File: src/rtl/bus_dev_fifo_pkg.sv
// Shared definitions for the bus device FIFO block: ID width, the default
// broadcast ID, and the destination-field extractor used by the RX filter.
package bus_dev_fifo_pkg;

  localparam int ID_W = 8;
  localparam logic [ID_W-1:0] BROADCAST_ID = 8'hFF;

  // Widest packet the extractor accepts; callers zero-extend up to this width.
  localparam int MAX_PCKG_SZ = 256;

  // Return the top ID_W bits of a pckg_sz-wide packet held in the low bits of pkt.
  function automatic logic [ID_W-1:0] get_dest(input logic [MAX_PCKG_SZ-1:0] pkt,
                                               input int pckg_sz);
    logic [MAX_PCKG_SZ-1:0] shifted;
    shifted = pkt >> (pckg_sz - ID_W);
    return shifted[ID_W-1:0];
  endfunction

endpackage

File: src/rtl/bus_dev_fifo_core.sv
// First-word-fall-through FIFO with occupancy count, full/empty flags and
// simultaneous enqueue/dequeue. The head is visible on rd_data with no read
// latency and rd_data reads as zero while the FIFO is empty.
module bus_fifo_core #(
  parameter int W     = 16,
  parameter int DEPTH = 8,
  parameter int CW    = $clog2(DEPTH) + 1
) (
  input  logic          clk,
  input  logic          rst,
  input  logic          wr_en,
  input  logic [W-1:0]  wr_data,
  input  logic          rd_en,
  output logic [W-1:0]  rd_data,
  output logic [CW-1:0] count,
  output logic          full,
  output logic          empty
);

  localparam int AW = $clog2(DEPTH);

  logic [W-1:0]  mem_r [DEPTH];
  logic [AW-1:0] wr_ptr_r;
  logic [AW-1:0] rd_ptr_r;
  logic [CW-1:0] count_r;
  logic          do_rd_s;
  logic          do_wr_s;

  // Flags come straight from the registered count.
  assign full  = (count_r == CW'(DEPTH));
  assign empty = (count_r == {CW{1'b0}});
  assign count = count_r;

  // A dequeue needs data; an enqueue needs room, which a same-cycle dequeue provides.
  assign do_rd_s = rd_en & ~empty;
  assign do_wr_s = wr_en & (~full | do_rd_s);

  assign rd_data = empty ? {W{1'b0}} : mem_r[rd_ptr_r];

  // Pointer and occupancy state; pointers wrap naturally at DEPTH.
  always_ff @(posedge clk or posedge rst) begin
    if (rst) begin
      wr_ptr_r <= {AW{1'b0}};
      rd_ptr_r <= {AW{1'b0}};
      count_r  <= {CW{1'b0}};
    end else begin
      if (do_wr_s) begin
        wr_ptr_r <= wr_ptr_r + 1'b1;
      end
      if (do_rd_s) begin
        rd_ptr_r <= rd_ptr_r + 1'b1;
      end
      case ({do_wr_s, do_rd_s})
        2'b10:   count_r <= count_r + 1'b1;
        2'b01:   count_r <= count_r - 1'b1;
        default: count_r <= count_r;
      endcase
    end
  end

  // Storage array; intentionally not reset, stale data is masked by empty.
  always_ff @(posedge clk) begin
    if (do_wr_s) begin
      mem_r[wr_ptr_r] <= wr_data;
    end
  end

endmodule

File: src/rtl/bus_dev_fifo.sv
// Bus device FIFO pair: a TX queue from host to bus and an RX queue from bus
// to host. Received packets are filtered on destination ID; misrouted packets
// are counted (saturating) and packets dropped on a full RX queue set a
// sticky overflow flag.
module bus_dev_fifo
  import bus_dev_fifo_pkg::*;
#(
  parameter int              PCKG_SZ   = 16,
  parameter int              DEPTH     = 8,
  parameter logic [ID_W-1:0] DEV_ID    = 8'h00,
  parameter logic [ID_W-1:0] BROADCAST = BROADCAST_ID
) (
  input  logic                     clk,
  input  logic                     reset,
  input  logic                     wr_en,
  input  logic [PCKG_SZ-1:0]       wr_data,
  output logic                     tx_full,
  output logic [$clog2(DEPTH):0]   tx_count,
  output logic                     pndng,
  output logic [PCKG_SZ-1:0]       d_pop,
  input  logic                     pop,
  input  logic                     push,
  input  logic [PCKG_SZ-1:0]       d_push,
  input  logic                     rd_en,
  output logic [PCKG_SZ-1:0]       rd_data,
  output logic                     rx_empty,
  output logic                     rx_overflow,
  output logic [7:0]               misroute_cnt
);

  localparam int CW = $clog2(DEPTH) + 1;

  logic                   tx_empty_s;
  logic                   rx_full_s;
  logic [CW-1:0]          rx_count_unused_s;
  logic [MAX_PCKG_SZ-1:0] push_wide_s;
  logic [ID_W-1:0]        dest_s;
  logic                   match_s;
  logic                   accept_s;
  logic                   drop_s;
  logic                   misroute_s;
  logic                   rx_overflow_r;
  logic [7:0]             misroute_r;

  bus_fifo_core #(.W(PCKG_SZ), .DEPTH(DEPTH)) u_tx_fifo (
    .clk     (clk),
    .rst     (reset),
    .wr_en   (wr_en),
    .wr_data (wr_data),
    .rd_en   (pop),
    .rd_data (d_pop),
    .count   (tx_count),
    .full    (tx_full),
    .empty   (tx_empty_s)
  );

  assign pndng = ~tx_empty_s;

  assign push_wide_s = {{(MAX_PCKG_SZ - PCKG_SZ){1'b0}}, d_push};
  assign dest_s      = get_dest(push_wide_s, PCKG_SZ);
  assign match_s     = (dest_s == DEV_ID) || (dest_s == BROADCAST);
  assign accept_s    = push & match_s;
  assign misroute_s  = push & ~match_s;
  // A same-cycle read frees a slot, so only a full queue without rd_en drops.
  assign drop_s      = accept_s & rx_full_s & ~rd_en;

  bus_fifo_core #(.W(PCKG_SZ), .DEPTH(DEPTH)) u_rx_fifo (
    .clk     (clk),
    .rst     (reset),
    .wr_en   (accept_s),
    .wr_data (d_push),
    .rd_en   (rd_en),
    .rd_data (rd_data),
    .count   (rx_count_unused_s),
    .full    (rx_full_s),
    .empty   (rx_empty)
  );

  // Sticky overflow flag, cleared only by reset.
  always_ff @(posedge clk or posedge reset) begin
    if (reset) begin
      rx_overflow_r <= 1'b0;
    end else if (drop_s) begin
      rx_overflow_r <= 1'b1;
    end
  end

  // Saturating count of packets addressed to some other device.
  always_ff @(posedge clk or posedge reset) begin
    if (reset) begin
      misroute_r <= 8'h00;
    end else if (misroute_s && (misroute_r != 8'hFF)) begin
      misroute_r <= misroute_r + 8'h01;
    end
  end

  assign rx_overflow  = rx_overflow_r;
  assign misroute_cnt = misroute_r;

endmodule

File: config.mk
export PLATFORM = sky130hd
export DESIGN_NAME = bus_dev_fifo
export DESIGN_NICKNAME = d
export VERILOG_FILES = /design/src/rtl/bus_dev_fifo_pkg.sv /design/src/rtl/bus_dev_fifo_core.sv /design/src/rtl/bus_dev_fifo.sv
export SDC_FILE = /design/constraint.sdc
export NUM_CORES = 1
export LEC_CHECK = 0
export CELL_PAD_IN_SITES_DETAIL_PLACEMENT = 0
export CELL_PAD_IN_SITES_GLOBAL_PLACEMENT = 1
export CORE_MARGIN = 3
export CORE_UTILIZATION = 51
export CTS_CLUSTER_DIAMETER = 120
export DETAILED_ROUTE_END_ITERATION = 10
export PLACE_DENSITY = 0.89
export SYNTH_ARGS = -nofsm -noshare
export SYNTH_HDL_FRONTEND = slang
export SYNTH_HIERARCHICAL = 1
export SYNTH_SLANG_ARGS = --single-unit
File: constraint.sdc
create_clock -name clk -period 3.4 [get_ports clk]
set_input_delay 0.68 -clock clk [delete_from_list [all_inputs] [get_ports clk]]
set_output_delay 0.68 -clock clk [all_outputs]
set_load 0.02 [all_outputs]
==> metrics.cfg, run 1 <==
[synthesis]
synth_top_area_share_pct=66.6
async_flop_share_pct=10.2
synthFlopType=edfxtp_1
synth-edff-count=256
syn_area_sq_um=11500
ys_ff_latch=285
synth.area.top_cells=edfxtp_1, mux4_2, dfrtp_1, mux2i_1, nor2_1
synth.largest_area_cell=edfxtp_1
syn_nets=640
postSynthCellCount=591
synth_area_per_cell_sq_um=19.5
synth_seq_area_share_pct=72.9
ys.warnings.count=6
ys_types=41

[power_and_ir_drop]
p_leak_nw=4.84
power.density_nw_per_um2=841
ir_drop_mv=0.607

[routing]
vias=5903
ant_nets=0
drt_iter0_drc=474
routedWlPerCell_um=22.0
wirelength_um=22600
via_per_inst=5.75
drc=0
firstDrtPassIters=5

[sta]
fin_skew_ns=0.0109
clock.fmax_mhz=306
slew_headroom_pct=54.4
finalHoldViolations=0
report.final.slew_viol_count=0
fin_hold_ws_ns=0.509
setup_viol=0
final.min_clock_period_ns=3.26
rsz0062_at_grt=no
final.period_utilization_pct=96.0
tightest_slew_ns=0.685

[worst_setup_path]
cp.arrival_ns=2.58
crit_fanout=17
critical_path.endpoint_type=output port
cp-start-kind=register
r2r_setup_slack_ns=0.63
critPathRequiredTime_ns=2.72
worst-setup-path-type=reg2out

[global_routing]
grt_max_degree=35
track_usage_pct=18.6
grt_pass1_vias=6275
grt_overflow_total=0
grt_pass1_wl_um=35100
antenna_found_initial=0

[layout]
instances_no_fill=1027
post-route-cell-area_sq_um=14000
layout_common_cells=edfxtp_1, clkdlybuf4s50_1, mux4_2
postLayoutCoreUtil_pct=63.6
nNetsFinal=773
syn2layout_area_growth_pct=21.4
final_common_cell=edfxtp_1
layout-drive-gt1-share_pct=23.6

[clock_network]
clock_path_buffers=3
cts_tree=yes
cts_buffers=28
clockRootBuffer=clkbuf_16
clkSlewWorstSetupHoldPaths_ns=0.06
clk_latency_ns=0.53
htreeDepth=1
clkSinkCount=285

[floorplanning]
start_util_pct=52.4
core_sq_um=22000
row_count=54
io_pins=86
die_h_um=156
die_width_um=156
dieArea_sq_um=24500

[min_path]
hold_path_class=reg2reg

[status]
status=completed

[placed_design]
hpwl_um=13200
dp.cells=969
place_area_sq_um=13000
port_buffers=85
gp_congestion=0.763

[flow_run]
cap_violations=0

kinds of logic (layout without fill, tap and decap cells):
logic type                 after synthesis  in the layout  share of synthesized area (%)
xor gates and xnor gates                19             19                           1.44
adders and majority gates               11             11                           1.32
buffers and inverters                   43            198                           2.18
other                                    0              1                              0
and+or+nand+nor                        105            105                           4.25
AOI/OAI and AO/OA                       25             25                           1.92
DFF                                    285            285                           72.9
muxes                                  103            103                           16.0
cell type report:
type,instances,area (sq um)
diodes,1,2.50
clock buffers,37,776
clock inverters,15,156
fillers,1468,8020
inverters,17,63.8
multi-input cells,263,2910
flip-flops and latches,285,8420
well taps,280,350
repair buffers,129,1340
critical path, cell delays in order (launching register included):
cell	delay, ns
dfrtp_1	0.39
or3_1	0.58
nor2_2	0.14
buf_4	0.26
nor2_1	0.13
clkdlybuf4s50_1	0.55
report_power, final:
part	switching (mW)	internal, mW
logic	2.11	2.15
clock network	1.25	1.83
registers	0.265	4.17
metrics by stage:
step	setup TNS [ns]	total power, mW	setup WS, ns
after CTS	0	11.8	0.0168
after global routing	0	12.3	0.00184
after detailed placement	-1.36	8.68	-0.219
after floorplan	0	7.21	0.305
after global placement	-0.0918	8.55	-0.0918
final	0	11.8	0.136
Yosys cell counts (5+ instances only):
cell      count
edfxtp_1    256
mux4_2       64
nor2_1       50
mux2i_1      34
dfrtp_1      29
nand2_1      18
inv_1        17
xnor2_1      14
buf_2        10
nand2b_1     10
ha_1          9
buf_4         8
nand4_1       7
o21a_1        5
xor2_1        5
registers in the layout, indices dropped and copies added (netlist names):
register	cells
u_rx_fifo/mem_r	128
u_rx_fifo/wr_ptr_r	3
misroute_cnt	8
u_tx_fifo/count	4
u_rx_fifo/rd_ptr_r	3
rx_overflow	1
u_rx_fifo/count	4
u_tx_fifo/mem_r	128
u_tx_fifo/rd_ptr_r	3
u_tx_fifo/wr_ptr_r	3
worst paths after layout:
kind	from	to	depth (start not counted)
min	misroute_cnt[7]	misroute_cnt[7]	1
min reg2reg	misroute_cnt[7]	misroute_cnt[7]	1
max reg2reg	u_rx_fifo/count[0]	u_rx_fifo/count[3]	9
max	u_rx_fifo/count[0]	rd_data[6]	5
min in group asynchronous	reset	misroute_cnt[1]	2
max in group asynchronous	reset	u_rx_fifo/rd_ptr_r[0]	2
what timing repair did:
| action | CTS | global route |
|---|---|---|
| gates resized for setup | 0 | 1 |
| buffers inserted | 0 | 3 |
| endpoints found under the hold margin | 0 | 0 |
| endpoints found under the setup margin | 0 | 12 |
| hold buffers | 0 | 0 |
per-layer routing:
metal / GRT usage, % / wire, um / vias up
li1: - / - / 2612
met5: 0 / 0 / -
met4: 5.46 / 502 / 0
met2: 32.0 / 11700 / 219
met1: 24.2 / 8760 / 3027
met3: 3.84 / 1570 / 45
Power figures use the tool's default switching activity.
==> run 2: changes to the inputs <==
--- a/config.mk
+++ b/config.mk
@@ -5,13 +5,14 @@
 export SDC_FILE = /design/constraint.sdc
 export NUM_CORES = 1
 export LEC_CHECK = 0
+export CAP_MARGIN = 20
 export CELL_PAD_IN_SITES_DETAIL_PLACEMENT = 0
 export CELL_PAD_IN_SITES_GLOBAL_PLACEMENT = 1
 export CORE_MARGIN = 3
-export CORE_UTILIZATION = 51
+export CORE_UTILIZATION = 40
 export CTS_CLUSTER_DIAMETER = 120
 export DETAILED_ROUTE_END_ITERATION = 10
-export PLACE_DENSITY = 0.89
+export PLACE_DENSITY = 0.74
 export SYNTH_ARGS = -nofsm -noshare
 export SYNTH_HDL_FRONTEND = slang
 export SYNTH_HIERARCHICAL = 1
==> metrics.cfg, run 2 (synthesized netlist as in run 1, its figures left out) <==
[floorplanning]
row_count=61  ; +13%
io_pins=86  ; unchanged
core_sq_um=28100  ; +28%
dieArea_sq_um=30900  ; +26%
start_util_pct=41.1  ; -11 points
die_h_um=176  ; +12%
die_width_um=176  ; +12%

[worst_setup_path]
rr_worst_depth=9  ; unchanged
critPathRequiredTime_ns=2.72  ; about the same
critPathTopFamily=simple AND/OR/NAND/NOR gates
max_stage_delay_ns=0.57  ; about the same
slowest_stage=or3_1
endpoint=rd_data[13]
cp-start-kind=register
cp.arrival_ns=2.61  ; +0.03 ns
r2r_end=u_rx_fifo/count[3]
crit_path_start=u_rx_fifo/count[0]
r2r_start=u_rx_fifo/count[0]
crit_fanout=17  ; unchanged
critical_path.endpoint_type=output port
crit_buf_inv=2  ; unchanged
cp.depth=5  ; unchanged
crit_chain=or3_1 -> nor2_2 -> buf_4 -> nor2_1 -> clkdlybuf4s50_1
r2r_setup_slack_ns=0.64  ; about the same
worst-setup-path-type=reg2out

[layout]
nNetsFinal=774  ; +0.13%
n_antenna_cell=0  ; -1
post-route-cell-area_sq_um=14000  ; -0.18%
final_common_cell=edfxtp_1
instances_no_fill=1123  ; +9.3%
fillers=2351  ; +60%
layout-drive-gt1-share_pct=22.7  ; -0.91 points
layout_common_cells=edfxtp_1, clkdlybuf4s50_1, mux4_2
postLayoutCoreUtil_pct=49.8  ; -14 points
syn2layout_area_growth_pct=21.1

[placed_design]
port_buffers=85  ; unchanged
dpl_worst_slack_ns=-0.107  ; +0.112 ns
hpwl_um=13800  ; +4.0%
gp_congestion=0.740  ; -3.0%
dp.cells=1072  ; +11%
place_area_sq_um=13100  ; +0.94%

[global_routing]
antenna_found_initial=1  ; +1
grt_use_met2_pct=26.9  ; -5.1 points
grt_overflow_total=0  ; unchanged
use_met1_pct=17.9  ; -6.3 points
grt_pass1_wl_um=35000  ; about the same
grt_pass1_vias=6204  ; -1.1%
track_usage_pct=14.6  ; -4.0 points
grt_max_degree=35  ; unchanged
grt_busiest_layer=met2
use_met3_pct=2.90  ; -0.95 points

[sta]
finalSetupTns_ns=0  ; unchanged
fin_ws_ns=0.106  ; -0.0301 ns
setup_viol=0  ; unchanged
clock.fmax_mhz=304  ; -0.91%
fin_skew_ns=0.00644  ; -0.00445 ns
rsz0062_at_grt=no
finalHoldViolations=0  ; unchanged
final.period_utilization_pct=96.9  ; +0.89 points
final.min_clock_period_ns=3.29  ; +0.0301 ns
slew_headroom_pct=60.3  ; +6.0 points
tightest_slew_ns=0.592  ; -0.0926 ns
fin_hold_ws_ns=0.489  ; -0.0206 ns
report.final.slew_viol_count=0  ; unchanged

[clock_network]
cts_tree=yes
cts_buffers=29  ; +3.6%
clock_path_buffers=3  ; unchanged
clk_latency_ns=0.53  ; about the same
clockRootBuffer=clkbuf_16
clkSlewWorstSetupHoldPaths_ns=0.06  ; about the same
hold_buffers=0  ; unchanged
clkSinkCount=285  ; unchanged
htreeDepth=1  ; unchanged
postCtsSetupRepairBufs=0  ; unchanged

[routing]
firstDrtPassIters=4  ; -1
ant_nets=0  ; unchanged
wirelength_um=22200  ; -1.6%
via_per_inst=5.12  ; -11%
drc=0  ; unchanged
vias=5754  ; -2.5%
drt_iter0_drc=475  ; +0.21%
routedWlPerCell_um=19.8  ; -10%

[power_and_ir_drop]
p_leak_nw=4.77  ; -1.5%
power.density_nw_per_um2=817  ; -2.9%
ir_drop_mv=0.563  ; -7.1%
total_power_mw=11.4  ; -3.0%

[flow_run]
cap_violations=0  ; unchanged

[min_path]
hold_path_class=in2async

[status]
status=completed

## run 2: power by group
part / internal (mW) / switching (mW)
Sequential: 4.17 / 0.262
Clock: 1.64 / 1.22
Combinational: 2.07 / 2.07
## run 2: area by class of cell
cell class	count	area [sq um]	area share [%]
clock buffer	38	759	5.43
clock inverter	13	92.6	0.662
inverter	17	63.8	0.456
multi-input combinational	263	2910	20.8
sequential	285	8420	60.2
tap	378	473	3.38
timing repair buffer	129	1280	9.13
## run 2: what timing repair did
item,CTS,global route
endpoints found under the hold margin,0,0
endpoints found under the setup margin,0,10
resized for setup,0,3
## run 2: worst min-delay path by stage
stage / startpoint / endpoint / slack, ns
2_1_floorplan: u_tx_fifo/wr_ptr_r[0] / u_tx_fifo/wr_ptr_r[0] / 0.49
3_3_place_gp: misroute_cnt[7] / misroute_cnt[7] / 0.49
3_5_place_dp: rx_overflow / rx_overflow / 0.51
4_1_cts: reset / misroute_cnt[0] / 0.47
5_1_grt: reset / misroute_cnt[0] / 0.51
6_report: reset / misroute_cnt[0] / 0.49
## run 2: routing by layer
metal | wire, um | up-vias
met4 | 323 | 2
li1 | - | 2599
met5 | 13 | -
met3 | 1150 | 29
met1 | 8920 | 2983
met2 | 11800 | 141
## run 2: worst reg2reg max path, stage by stage (launching register included)
cell	delay [ns]
dfrtp_1	0.40
or3_1	0.57
o21ai_2	0.30
nand2b_1	0.17
inv_1	0.07
ha_1	0.27
a211oi_1	0.09
or3_1	0.40
o211ai_1	0.20
o221ai_1	0.14
==> run 3: changes to the inputs <==
--- a/config.mk
+++ b/config.mk
@@ -8,7 +8,7 @@
 export CAP_MARGIN = 20
 export CELL_PAD_IN_SITES_DETAIL_PLACEMENT = 0
 export CELL_PAD_IN_SITES_GLOBAL_PLACEMENT = 1
-export CORE_MARGIN = 3
+export CORE_MARGIN = 2
 export CORE_UTILIZATION = 40
 export CTS_CLUSTER_DIAMETER = 120
 export DETAILED_ROUTE_END_ITERATION = 10
==> metrics.cfg, run 3 (synthesized netlist as in run 1, its figures left out) <==
[placed_design]
hpwl_um=14300  ; +4.1%
dpl_worst_slack_ns=-0.132  ; -0.0249 ns
port_buffers=85  ; unchanged
gp_congestion=0.747  ; +0.92%
dp.cells=1081  ; +0.84%
place_area_sq_um=13100  ; about the same

[global_routing]
track_usage_pct=15.1  ; +0.54 points
grt_overflow_total=0  ; unchanged
grt_max_degree=35  ; unchanged
grt_pass1_wl_um=35200  ; +0.57%
grt_use_met2_pct=27.0  ; +0.081 points
use_met1_pct=19.4  ; +1.4 points
grt_pass1_vias=6209  ; +0.081%
use_met3_pct=2.30  ; -0.60 points
antenna_found_initial=0  ; -1
grt_busiest_layer=met2

[layout]
post-route-cell-area_sq_um=14000  ; about the same
layout-drive-gt1-share_pct=23.2  ; +0.47 points
multiInputGateArea_sq_um=2910  ; +0.13%
postLayoutCoreUtil_pct=49.0  ; -0.76 points
fillers=2364  ; +0.55%
regArea_sq_um=8420  ; unchanged
layout_common_cells=edfxtp_1, clkdlybuf4s50_1, mux4_2
nNetsFinal=777  ; +0.39%
syn2layout_area_growth_pct=21.3  ; about the same
instances_no_fill=1131  ; +0.71%
n_antenna_cell=0  ; unchanged
final_common_cell=edfxtp_1

[sta]
fin_ws_ns=0.136  ; +0.0305 ns
tightest_slew_ns=0.649  ; +0.0569 ns
fin_skew_ns=0.00887  ; +0.00243 ns
setup_viol=0  ; unchanged
clock.fmax_mhz=306  ; +0.93%
finalHoldViolations=0  ; unchanged
final.period_utilization_pct=96.0  ; -0.90 points
slew_headroom_pct=56.5  ; -3.8 points
rsz0062_at_grt=no
final.min_clock_period_ns=3.26  ; -0.0305 ns
report.final.slew_viol_count=0  ; unchanged

[clock_network]
postCtsSetupRepairBufs=0  ; unchanged
clkSinkCount=285  ; unchanged
clock_path_buffers=3  ; unchanged
hold_buffers=0  ; unchanged
clk_latency_ns=0.53  ; about the same
clockRootBuffer=clkbuf_16
cts_buffers=29  ; unchanged
cts_tree=yes
htreeDepth=1  ; unchanged
clkSlewWorstSetupHoldPaths_ns=0.06  ; about the same

[worst_setup_path]
crit_chain=buf_4 -> mux4_2 -> mux2i_1 -> nor2_1 -> clkdlybuf4s50_1
critical_path.endpoint_type=output port
critPathTopFamily=buffers and inverters
slowest_stage=mux4_2
crit_buf_inv=2  ; unchanged
cp-start-kind=register
cp.arrival_ns=2.58  ; -0.03 ns
worst-setup-path-type=reg2out
max_stage_delay_ns=0.56  ; about the same
crit_fanout=18  ; +1
critPathRequiredTime_ns=2.72  ; about the same

[floorplanning]
start_util_pct=40.4  ; -0.66 points
dieArea_sq_um=30200  ; -2.3%
io_pins=86  ; unchanged
row_count=62  ; +1.6%
die_width_um=174  ; -1.1%
die_h_um=174  ; -1.1%
core_sq_um=28500  ; +1.6%

[status]
status=completed

[routing]
via_per_inst=5.10  ; -0.50%
ant_nets=0  ; unchanged
routedWlPerCell_um=20.0  ; +1.1%
firstDrtPassIters=6  ; +2
drt_iter0_drc=392  ; -17%
vias=5766  ; +0.21%
wirelength_um=22600  ; +1.8%
drc=0  ; unchanged

[flow_run]
cap_violations=0  ; unchanged

[power_and_ir_drop]
power.density_nw_per_um2=823  ; +0.80%
ir_drop_mv=0.609  ; +8.0%
p_leak_nw=4.78  ; +0.33%

[min_path]
hold_path_class=reg2reg

==> run 3: layout make-up <==
cell class | instances | share of cell area [%]
clock buffer | 35 | 5.34
clock inverter | 15 | 0.894
inverter | 17 | 0.456
multi-input combinational | 263 | 20.8
sequential | 285 | 60.1
tap | 384 | 3.43
timing repair buffer | 132 | 8.98
==> run 3: worst register-to-register path, stage by stage, from the launching register on <==
cell      delay, ns
dfrtp_1        0.39
or3_1          0.57
o21ai_2        0.30
nand2b_1       0.17
inv_1          0.07
ha_1           0.27
a211oi_1       0.09
or3_1          0.40
o211ai_1       0.18
o221ai_1       0.13
==> run 3: timing repair <==
action	4_1_cts	5_1_grt
gates resized for setup	1	2
pin swaps	0	0
endpoints found under the setup margin	1	7
cloned	0	0
==> run 3: through the flow <==
step                hold WS, ns  setup TNS, ns  power (mW)
finish                    0.495              0        11.5
global route              0.531              0        12.1
CTS                       0.505              0        11.7
detailed placement        0.494         -0.132        8.72
global placement          0.490        -0.0891        8.63
floorplan                 0.487              0        7.21
==> run 3: report_power, final <==
part | switching (mW) | internal (mW) | total (mW)
combinational | 2.13 | 2.09 | 4.21
clock | 1.23 | 1.70 | 2.93
sequential | 0.212 | 4.18 | 4.39
==> run 3: layer usage <==
metal	vias to the layer above	share of wire [%]
li1	2612	-
met4	0	2.5
met5	-	0
met2	141	52
met3	42	3.9
met1	2971	42
==> run 3: worst paths after layout <==
path | cells after the start | from | slack [ns] | to
max | 5 | u_rx_fifo/rd_ptr_r[0] | 0.14 | rd_data[11]
min | 1 | rx_overflow | 0.49 | rx_overflow
max in group asynchronous | 2 | reset | 2.53 | u_tx_fifo/rd_ptr_r[0]
min reg2reg | 1 | rx_overflow | 0.49 | rx_overflow
max reg2reg | 9 | u_rx_fifo/count[0] | 0.69 | u_rx_fifo/count[3]
min in group asynchronous | 2 | reset | 0.51 | misroute_cnt[0]
==> RTL edit 1: new RTL, flow settings as in run 2 <==
Compare `count_r` against `CW'(DEPTH)` with >= in place of ==.
--- a/src/rtl/bus_dev_fifo_core.sv
+++ b/src/rtl/bus_dev_fifo_core.sv
@@ -27,7 +27,7 @@
   logic          do_wr_s;
 
   // Flags come straight from the registered count.
-  assign full  = (count_r == CW'(DEPTH));
+  assign full  = (count_r >= CW'(DEPTH));
   assign empty = (count_r == {CW{1'b0}});
   assign count = count_r;
 
Formal check against the unedited RTL: no difference found for any inputs over 4 cycles, from zero or initial values and one cycle with reset high; that may be too few to reach the edited logic, so the function may still have changed.
==> RTL edit 1 against run 2 <==
- fmax grew 1.5%
- first-iteration DRC count fell by 15%
- total power up 1.8%
- cell area is 0.55% higher
- routed wire length grew 5.6%
- area after synthesis is 0.92% higher
- setup slack improved by 0.049 ns
- sequential cell count is the same
- clock power up 8.4%
- largest cell class unchanged
- highest routed layer is now met4
==> RTL edit 1: results (changes against run 2) <==
Global routing
  – Initial antenna violation count: 0 (-1)
  – First-pass GRT wire length: 36.3 mm (+3.7%)
  – Gr usage total: 15.0% (+0.44 points)
  – Vias in the first global route: 6283 (+1.3%)
  – Pin count of the biggest net entering global routing: 33 (-5.7%)

Synth
  – Async S/R FF share, synth: 10.2% (unchanged)
  – Mapped Nets: 641 (+0.16%)
  – Syn Area/Cell: 19.7 sq um (+0.75%)
  – Post-synth EDFFs: 256 (unchanged)
  – Leading post-synthesis cells by cell area: edfxtp_1 (66%), mux4_2 (9.1%), dfrtp_1 (6.2%)
  – Post-synth top flop: edfxtp_1
  – Netlist cell types: 54 (+32%)
  – Ys Warns: 6 (unchanged)
  – Top cells by count, synth: edfxtp_1 (256), mux4_2 (47), dfrtp_1 (29), a22o_1 (22), inv_1 (19)
  – Seq/Total Area, Yosys: 72.2% (-0.67 points)

Setup path
  – CP peak stage delay: 0.59 ns (+0.02 ns)
  – CP Max Fanout: 16 (-1)
  – R2r worst-path depth: 8 (-1)
  – Reg2reg setup slack: 0.91 ns (+0.27 ns)
  – Slowest cell on crit path: or4_4
  – R2r endpoint: u_rx_fifo/count[3]
  – RR Startpoint: u_rx_fifo/count[1]

Route
  – Met2 wire length: 12.0 mm (+1.2%)
  – Iter 0 DRT Violations: 402 (-15%)
  – Metal3 WL: 1.14 mm (-0.79%)
  – Drt total wl: 23.5 mm (+5.6%)
  – Detailed Routing Iterations Pass 1: 7 (+3)
  – Met1 Wirelength: 9.95 mm (+12%)
  – Top Metal Used: met4
  – Via density: 5.32 (+3.8%)

Final layout
  – Non-Filler Instances: 1119 (-0.36%)
  – # fillers: 2333 (-0.77%)
  – N_diodes: 0 (unchanged)
  – Layout cells sized above 1: 23.2% (+0.53 points)
  – Final layout net count: 769 (-0.65%)
  – Footprint of the multi-input gates: 2960 sq um (+1.8%)

Clock network
  – Clock Path Buffers: 3 (unchanged)
  – H-tree level count: 1 (unchanged)
  – Clk slew on worst S/H paths: 0.06 ns (about the same)
  – Clock Latency Late Sink: 0.53 ns (about the same)
  – Num CTS Buffers: 28 (-3.4%)
  – Root Driver: clkbuf_16

Place
  – Routability cong.: 0.802 (+8.4%)
  – Final HPWL DP: 14.4 mm (+4.5%)
  – Dpl cell area: 13200 sq um (+0.37%)
  – Port buffer count: 85 (unchanged)

STA
  – Worst Tran Pin Value: 0.571 ns (-0.0212 ns)
  – Final Hold Vio Count: 0 (unchanged)
  – Clk_skew: 0.0125 ns (+0.00606 ns)

Power and ir drop
  – Sw Pwr: 3.66 mW (+3.2%)
  – Leakage: 4.93 nW (+3.3%)
  – Peak supply drop: 0.436 mV (-23%)

Outcome
  – Status: finished, final reports clean

Min path
  – Min-delay worst type: input pin to asynchronous set/reset pin
## RTL edit 1: cell types whose count changed after synthesis, sizes merged, moves of 9 or more
cell	delta
a21oi	+11
a22o	+34
buf	-9
clkbuf	+11
mux2i	-30
nand3	+10
nor2	-37
## RTL edit 1: kinds of logic after synthesis
kind of cell | synth area share [%]
AO/OA/AOI/OAI | 5.05
adder cells (fa/ha/maj) | 1.31
XOR/XNOR | 1.13
AND/OR/NAND/NOR | 3.94
multiplexers | 13.8
buffers and inverters | 2.59
flip-flops | 72.2
## RTL edit 1: metal layers
metal / vias to the layer above / GRT usage, %
li1: 2679 / -
met1: 3091 / 20.2
met2: 150 / 25.7
met3: 29 / 2.96
met4: 0 / 3.21
met5: - / 0
## RTL edit 1: timing repair
item,CTS,global route
hold buffers,0,0
endpoints found under the hold margin,0,0
endpoints found under the setup margin,32,0
buffers inserted,0,0
resized for setup,33,0
## RTL edit 1: area by class of cell
class | count | area share (%)
multi-input cells | 259 | 21.0
flip-flops and latches | 285 | 59.8
clock inverters | 19 | 1.39
clock buffers | 32 | 5.24
repair buffers | 127 | 8.63
inverters | 19 | 0.507
well taps | 378 | 3.36
## RTL edit 1: metrics by stage
| stage | hold WS (ns) | setup WS (ns) | power [mW] |
|---|---|---|---|
| after global routing | 0.526 | 0.0539 | 12.2 |
| after CTS | 0.483 | 0.123 | 11.8 |
| after floorplan | 0.467 | 0.0563 | 7.42 |
| after detailed placement | 0.496 | -0.124 | 8.91 |
| final | 0.491 | 0.155 | 11.6 |
| after global placement | 0.483 | -0.0707 | 8.80 |
## RTL edit 1: power groups by stage
stage / registers (mW) / logic, mW / clock network, mW
5_1_grt: 4.49 / 4.40 / 3.33
6_report: 4.44 / 4.09 / 3.10
2_1_floorplan: 4.50 / 2.92 / 0
4_1_cts: 4.45 / 4.17 / 3.18
3_5_place_dp: 4.52 / 4.40 / 0
3_3_place_gp: 4.48 / 4.32 / 0
## RTL edit 1: worst max path at each step
| stage | startpoint | endpoint | cells past startpoint |
|---|---|---|---|
| after floorplan | d_push[12] | u_rx_fifo/mem_r[6][0] | 7 |
| after global placement | d_push[8] | u_rx_fifo/count[3] | 12 |
| after detailed placement | d_push[8] | u_rx_fifo/count[3] | 12 |
| after CTS | u_tx_fifo/count[1] | d_pop[13] | 6 |
| after global routing | u_tx_fifo/count[1] | d_pop[13] | 6 |
| final | u_rx_fifo/count[1] | rd_data[0] | 6 |
## RTL edit 1: worst max-delay path, delay by kind of cell (launching register included)
| kind | cells | cell delay [ns] |
|---|---|---|
| AOI/OAI and AO/OA | 1 | 0.28 |
| and+or+nand+nor | 2 | 0.64 |
| buffers and inverters | 3 | 0.66 |
| DFF | 1 | 0.45 |
==> RTL edit 2: new RTL, config.mk and constraints of run 2 <==
Without the edit above. Make the reset (`reset` and `rst`) synchronous in 3 clocked blocks.
--- a/src/rtl/bus_dev_fifo_core.sv
+++ b/src/rtl/bus_dev_fifo_core.sv
@@ -38,7 +38,7 @@
   assign rd_data = empty ? {W{1'b0}} : mem_r[rd_ptr_r];
 
   // Pointer and occupancy state; pointers wrap naturally at DEPTH.
-  always_ff @(posedge clk or posedge rst) begin
+  always_ff @(posedge clk) begin
     if (rst) begin
       wr_ptr_r <= {AW{1'b0}};
       rd_ptr_r <= {AW{1'b0}};
--- a/src/rtl/bus_dev_fifo.sv
+++ b/src/rtl/bus_dev_fifo.sv
@@ -77,7 +77,7 @@
   );
 
   // Sticky overflow flag, cleared only by reset.
-  always_ff @(posedge clk or posedge reset) begin
+  always_ff @(posedge clk) begin
     if (reset) begin
       rx_overflow_r <= 1'b0;
     end else if (drop_s) begin
@@ -86,7 +86,7 @@
   end
 
   // Saturating count of packets addressed to some other device.
-  always_ff @(posedge clk or posedge reset) begin
+  always_ff @(posedge clk) begin
     if (reset) begin
       misroute_r <= 8'h00;
     end else if (misroute_s && (misroute_r != 8'hFF)) begin
Formal check against the unedited RTL: differs if reset is asserted again (counterexample within 4 cycles, from zero or initial values and one cycle with reset high); with reset held inactive, the same outputs for 4 cycles.
==> RTL edit 2 against run 2 <==
- area after synthesis is 1.5% higher
- critical path depth stayed put
- fmax grew 2.1%
- global-route usage grew 0.40 points
- sequential cell count increased by 6
- die area grew 1.5%
- clock power increased by 12%
- clock skew up 0.018 ns
- setup slack gained 0.069 ns
- cell area rose by 3.1%
- total power is 9.1% lower
- routed wire length up 4.5%
- largest cell class unchanged
==> RTL edit 2: results (changes against run 2) <==
Global routing
  – Initial antenna violation count: 0 (-1)
  – Vias in the first global route: 6398 (+3.1%)
  – Gr usage total: 15.0% (+0.40 points)
  – First-pass GRT wire length: 36.6 mm (+4.5%)

Setup path
  – Worst EP arrival: 2.55 ns (-0.06 ns)
  – CP Max Fanout: 32 (+15)
  – CP top delay family: buffers and inverters
  – CP peak stage delay: 0.55 ns (-0.02 ns)
  – Reg2reg setup slack: 0.57 ns (-0.07 ns)
  – Slowest cell on crit path: clkdlybuf4s50_1

STA
  – Min Tclk post-route: 3.23 ns (-0.0693 ns)
  – Hold WS: 0.500 ns (+0.0109 ns)
  – Clk_skew: 0.0244 ns (+0.0180 ns)
  – Worst Tran Pin Value: 0.595 ns (+0.00335 ns)

Power and ir drop
  – Gate power share: 28.9% (-7.3 points)
  – Power of the combinational group: 3.00 mW (-27%)
  – Leakage: 4.62 nW (-3.1%)
  – Sw Pwr: 2.96 mW (-16%)
  – Sequential power: 4.18 mW (-5.9%)
  – Peak supply drop: 0.430 mV (-24%)

Route
  – Routed length per placed instance: 19.9 microns (+0.77%)
  – Met2 wire length: 12.1 mm (+2.0%)
  – Iter 0 DRT Violations: 382 (-20%)
  – Met1 Wirelength: 9.83 mm (+10%)
  – Via count: 6078 (+5.6%)
  – Top Metal Used: met4
  – Drt total wl: 23.2 mm (+4.5%)
  – Metal3 WL: 984 microns (-14%)

Final layout
  – Final layout net count: 808 (+4.4%)

Place
  – Routability cong.: 0.776 (+4.9%)
  – Final HPWL DP: 14.1 mm (+2.7%)

Synth
  – Top cells by count, synth: edfxtp_1 (256), nor2_1 (68), mux4_2 (64), mux2i_1 (39), dfxtp_1 (35)
  – Netlist cell types: 51 (+24%)
  – Gate Count Post-Synth: 630 (+6.6%)
  – Mapped Nets: 679 (+6.1%)
  – Async S/R FF share, synth: 0% (-10 points)

Clock network
  – Clock Latency Late Sink: 0.55 ns (+0.02 ns)

Outcome
  – Status: finished, final reports clean
-- RTL edit 2: kinds of logic after synthesis --
family                   synth area share (%)
buffers and inverters                    1.59
AND/OR/NAND/NOR                          6.13
flip-flops                               71.6
adder cells (fa/ha/maj)                  1.30
XOR/XNOR                                 1.12
multiplexers                             15.9
AO/OA/AOI/OAI                            2.42
-- RTL edit 2: area by class of cell --
cell class                 instances  area, sq um
clock buffer                      40          828
timing repair buffer             127         1290
fill                            2277        14400
multi-input combinational        299         3230
inverter                          10         37.5
clock inverter                    14          163
sequential                       291         8390
tap                              384          480
-- RTL edit 2: layer usage --
layer / track usage (%) / vias up
li1: - / 2776
met1: 19.6 / 3156
met4: 3.37 / 0
met2: 26.6 / 117
met3: 2.27 / 29
met5: 0 / -
-- RTL edit 2: path summary, 6_finish.rpt --
path                      start                 end  cells after the start
max                    register          rd_data[2]                      5
min                 rx_overflow         rx_overflow                      2
max reg2reg  u_tx_fifo/count[1]  u_tx_fifo/count[3]                      9
min reg2reg         rx_overflow         rx_overflow                      2
